<file path="config.mk">
export PLATFORM = sky130hd
export DESIGN_NAME = key_xlate_call_arbiter
export DESIGN_NICKNAME = d
export VERILOG_FILES = /design/src/rtl/key_xlate_call_arbiter.sv
export SDC_FILE = /design/constraint.sdc
export NUM_CORES = 1
export LEC_CHECK = 0
export CAP_MARGIN = 15
export CORE_UTILIZATION = 40
export DETAILED_ROUTE_END_ITERATION = 16
export HOLD_SLACK_MARGIN = 0.06
export PLACE_DENSITY_LB_ADDON = 0.1
export SYNTH_ARGS = -nofsm -noshare
export SYNTH_HDL_FRONTEND = slang
export SYNTH_SLANG_ARGS = --single-unit
export TNS_END_PERCENT = 10
</file>
<file path="constraint.sdc">
create_clock -name clock -period 7.9 [get_ports clock]
set_clock_uncertainty 0.2 [all_clocks]
set_input_delay 1.185 -clock clock [delete_from_list [all_inputs] [get_ports clock]]
set_output_delay 1.185 -clock clock [all_outputs]
set_load 0.03 [all_outputs]
</file>
<file path="src/rtl/key_xlate_call_arbiter.sv">
// rtl/key_xlate_call_arbiter.sv - round-robin arbiter sharing one key translator call port
// One call in flight; a watchdog substitutes TIMEOUT_VALUE if the callee never completes.
module key_xlate_call_arbiter #(
   parameter int          NUM_REQ        = 4,
   parameter int          TIMEOUT_CYCLES = 1024,
   parameter logic [31:0] TIMEOUT_VALUE  = 32'hFFFF_FFFF
) (
   input  logic                   clock,
   input  logic                   resetn,
   input  logic [NUM_REQ-1:0]     req_valid,
   input  logic [32*NUM_REQ-1:0]  req_code,
   output logic [NUM_REQ-1:0]     req_ready,
   output logic [NUM_REQ-1:0]     rsp_valid,
   input  logic [NUM_REQ-1:0]     rsp_ready,
   output logic [31:0]            rsp_data,
   output logic                   rsp_err,
   output logic                   call_start,
   input  logic                   call_busy,
   output logic [31:0]            call_code,
   input  logic                   call_done,
   output logic                   call_stall,
   input  logic [31:0]            call_returndata,
   output logic [31:0]            call_cnt,
   output logic [15:0]            timeout_cnt
);

   localparam int IW = $clog2(NUM_REQ);

   typedef enum logic [1:0] {S_IDLE, S_ISSUE, S_WAIT, S_RESP} state_t;

   state_t        state, state_nxt;
   logic [IW-1:0] ptr, owner, winner;
   logic [IW:0]   idx;
   logic          found;
   logic [31:0]   code_q, timer;
   logic          timeout_hit;

   // Search starts just after the last served owner, wrapping around.
   always_comb begin
      found  = 1'b0;
      winner = '0;
      idx    = '0;
      for (int k = 1; k <= NUM_REQ; k++) begin
         idx = {1'b0, ptr} + (IW+1)'(k);
         if (idx >= (IW+1)'(NUM_REQ))
            idx = idx - (IW+1)'(NUM_REQ);
         if (!found && req_valid[idx[IW-1:0]]) begin
            found  = 1'b1;
            winner = idx[IW-1:0];
         end
      end
   end

   assign timeout_hit = (state == S_WAIT) && !call_done && (timer == 32'(TIMEOUT_CYCLES - 1));
   assign call_code   = code_q;

   always_ff @(posedge clock or negedge resetn) begin
      if (!resetn)
         state <= S_IDLE;
      else
         state <= state_nxt;
   end

   always_comb begin
      state_nxt  = state;
      req_ready  = '0;
      rsp_valid  = '0;
      call_start = 1'b0;
      call_stall = 1'b0;
      case (state)
         S_IDLE: begin
            // Gated by resetn so nothing is granted while reset is held.
            if (found && resetn) begin
               req_ready[winner] = 1'b1;
               state_nxt         = S_ISSUE;
            end
         end
         S_ISSUE: begin
            call_start = 1'b1;
            call_stall = 1'b1;
            if (!call_busy)
               state_nxt = S_WAIT;
         end
         S_WAIT: begin
            if (call_done || timeout_hit)
               state_nxt = S_RESP;
         end
         S_RESP: begin
            rsp_valid[owner] = 1'b1;
            call_stall       = 1'b1;
            if (rsp_ready[owner])
               state_nxt = S_IDLE;
         end
         default: state_nxt = S_IDLE;
      endcase
   end

   always_ff @(posedge clock or negedge resetn) begin
      if (!resetn) begin
         ptr         <= IW'(NUM_REQ - 1);
         owner       <= '0;
         code_q      <= '0;
         timer       <= '0;
         rsp_data    <= '0;
         rsp_err     <= 1'b0;
         call_cnt    <= '0;
         timeout_cnt <= '0;
      end else begin
         case (state)
            S_IDLE: begin
               if (found) begin
                  owner  <= winner;
                  code_q <= req_code[32*winner +: 32];
               end
            end
            S_ISSUE: begin
               if (!call_busy)
                  timer <= '0;
            end
            S_WAIT: begin
               // A done arriving on the final watchdog cycle still counts as a real result.
               if (call_done) begin
                  rsp_data <= call_returndata;
                  rsp_err  <= 1'b0;
                  call_cnt <= call_cnt + 32'd1;
               end else if (timeout_hit) begin
                  rsp_data <= TIMEOUT_VALUE;
                  rsp_err  <= 1'b1;
                  if (timeout_cnt != 16'hFFFF)
                     timeout_cnt <= timeout_cnt + 16'd1;
               end else begin
                  timer <= timer + 32'd1;
               end
            end
            S_RESP: begin
               if (rsp_ready[owner])
                  ptr <= owner;
            end
            default: ;
         endcase
      end
   end

endmodule

</file>
==> flow_metrics.py <==
metrics = {
    "sta": {
        "worst_hold_slack_ns": 0.2656,
        "grt_setup_unrepaired": "false",
        "period_minus_slack_ns": 5.407,
        "finalHoldViolCount": 0,
        "maxClockFrequency_mhz": 185.0,
        "finalMaxSlewViolations": 0,
        "slew_headroom": 0.2283,
        "setup_ws_ns": 2.493,
        "timing_worst_slew_pin_value_ns": 1.155,
        "timing.final.setup_violations": 0,
        "total_negative_slack_ns": 0,
        "timing.final.crit_share": 0.6844,
    },
    "clocking": {
        "ctsHoldBuffers": 0,
        "cts_setup_buffers": 0,
        "cts_max_level": 4,
        "cts.sink_count": 151,
        "post_cts_resized": 0,
        "cts_tree": "yes",
        "cts_max_path_buffers": 2,
        "insertion_delay_ns": 0.42,
        "cts_root_buf": "clkbuf_16",
        "numCtsBuffers": 17,
        "path_clk_slew_ns": 0.06,
    },
    "grt": {
        "grt_pass1_vias": 7455,
        "antenna_found_initial": 2,
        "globalRoute.totalOverflow": 0,
        "grtUsageTotal": 0.2639,
        "grt_first_pass_wirelength_um": 40740,
        "maximum_number_of_pins_on_one_net_before_global_route_repair": 64,
    },
    "critical_path": {
        "critPathLaunchType": "input pin",
        "critical_path_arrival_ns": 4.02,
        "crit_path_start": "req_valid[3]",
        "crit_type": "input pin to primary output",
        "end_kind": "primary output",
        "cp_max_fo": 33,
        "crit_required_ns": 6.51,
        "r2r-start": "state[0]$_DFFE_PN0P_",
    },
    "drt": {
        "avgViaCountPerCell": 5.622,
        "detailedRoute.firstIterationViolations": 525,
        "drt_pre_antenna_iters": 5,
        "drcViolationCount": 0,
        "route.vias.total": 7534,
        "routed_wire_length_um": 25990,
        "antenna_left": 0,
        "avgRoutedWirePerCell_um": 19.39,
    },
    "finish": {
        "area_delta_synth_final_pct": 48.46,
        "net_count_reported_at_finish": 1245,
        "fillerInstances": 1634,
        "drive_above_1_share": 0.05751,
        "post_layout_nonfiller_instances": 1340,
    },
    "yosys": {
        "combinational_family_with_the_most_area_after_synthesis": "simple AND/OR/NAND/NOR gates",
        "syn_area_cell_um2": 9.921,
        "ys.flop_type": "dfrtp_1",
        "synth.yosys.seq_area_share": 0.4831,
        "synth_adder_area_share": 0.01279,
        "synth_simple_gate_area_share": 0.2139,
        "postSynth.asyncResetShare": 1.000,
        "synth_cell_types": 61,
        "post-synth-top-count-cell": "dfrtp_1",
        "ys_ff_latch": 151,
        "synth_xor_area_frac": 0.05707,
        "synthesis.nets": 969,
        "synth_enable_flop_cells": 0,
        "synth_top_area_frac": 0.4763,
        "syn_area_um2": 7828,
        "netlist_instances": 789,
        "synth-compound-area-share": 0.1862,
        "synth_area_leader_cell": "dfrtp_1",
        "netlist_top_cells_area": "dfrtp_1, and3_1, xnor2_1",
        "synthMuxAreaShare": 0.01774,
        "synth-warning-count": 0,
        "ys_top_cells_by_count": "dfrtp_1, nand2_1, and3_1, nand3_1, clkbuf_1",
    },
    "floorplanning": {
        "core_area_um2": 18960,
        "fp.dieArea_um2": 20130,
        "io_pins": 295,
        "floorplan.die.width_um": 141.9,
        "initial_core_util": 0.4129,
        "rows": 50,
        "dieHeight_um": 141.9,
    },
    "worst_hold_path": {
        "timing.hold.worst.start": "call_cnt[31]$_DFFE_PN0P_",
        "type_of_the_most_critical_hold_path": "flip-flop to flip-flop",
    },
    "placed_design": {
        "total_placed_cells_including_tap_cells": 1305,
        "preCtsSetupSlack_ns": 2.532,
        "number_of_i_o_port_buffers": 294,
        "post-dp-hpwl_um": 18820,
        "gp_routability_congestion": 0.8421,
    },
    "power": {
        "pwr_density_cell_nw_per_um2": 325.9,
        "p_leak_nw": 4.831,
        "vdd_drop_max_mv": 0.1760,
        "totalPowerFinal_w": 0.003787,
    },
    "flow_run": {
        "max_cap_viol_count": 0,
    },
    "status": {
        "run_status": "completed",
    },
}
==> metal layers <==
metal,track usage,wire length (µm),share of wire
met5,0,0,0
met4,0.1041,696,0.027
met3,0.07290,1636,0.063
met2,0.4457,13290,0.51
met1,0.3188,10370,0.40
==> power breakdown <==
group          internal, W  switching (W)
registers         0.000988       0.000158
clock network     0.000500       0.000339
logic             0.000738        0.00107
==> through the flow <==
stage                     area (µm²)    util
final                          11620  0.6131
after global routing           11620  0.6131
after CTS                      11590  0.6114
after detailed placement       10990  0.5795
after global placement         10990  0.5795
after floorplan                 7828       -
==> cells in the final DEF, fill, tap and decap left out, types with 21 or more instances in the layout <==
cell type / n
nor2_1: 42
nand3_1: 48
o22a_1: 32
nand2_1: 70
xnor2_1: 34
and3_1: 48
o21ai_0: 31
a21oi_1: 26
nand4_1: 28
nor4_1: 21
dfrtp_1: 149
clkdlybuf4s50_1: 293
==> critical path, stage by stage <==
cell and delay [ns]:
clkdlybuf4s50_1 0.62, and3b_1 0.24, a31oi_1 0.18, nand2_1 0.56, nor3_1 0.48, clkdlybuf4s50_1 0.74
==> sequential cells by signal, summed over array words and instances (netlist names) <==
register	flops
state	2
rsp_data	32
owner	2
ptr	2
call_cnt	32
rsp_err	1
call_code	32
timeout_cnt	16
timer	32
==> cells by family (layout without fill, tap and decap cells) <==
| logic type | count (synthesis) | in the layout |
|---|---|---|
| other cells | 0 | 2 |
| buf+inv | 58 | 347 |
| compound gates | 193 | 193 |
| xor+xnor | 51 | 51 |
| simple gates | 315 | 315 |
| mux | 13 | 13 |
| flops | 151 | 151 |
| fa+ha+maj | 8 | 8 |
==> path summary, 6_finish.rpt <==
path	to	slack (ns)	cells after the start
worst max-delay path	req_ready[3]	2.49	6
worst min-delay path	call_cnt[31]$_DFFE_PN0P_	0.27	1
worst max register to register	timeout_cnt[12]$_DFFE_PN0P_	4.39	7
worst min register to register	call_cnt[31]$_DFFE_PN0P_	0.27	1
max in group asynchronous	timer[14]$_DFFE_PN0P_	5.75	2
min in group asynchronous	call_cnt[25]$_DFFE_PN0P_	0.50	1
==> final cells by class <==
class / count / area, µm² / share of cell area
sequential: 151 / 3781 / 0.3254
timing repair buffer: 305 / 3047 / 0.2622
tap: 260 / 325.3 / 0.02799
antenna: 2 / 5.005 / 0.0004307
inverter: 10 / 37.54 / 0.003230
clock inverter: 14 / 173.9 / 0.01497
clock buffer: 18 / 429.2 / 0.03693
multi-input combinational: 580 / 3822 / 0.3289
No activity file was read; power rests on OpenSTA's default activity.
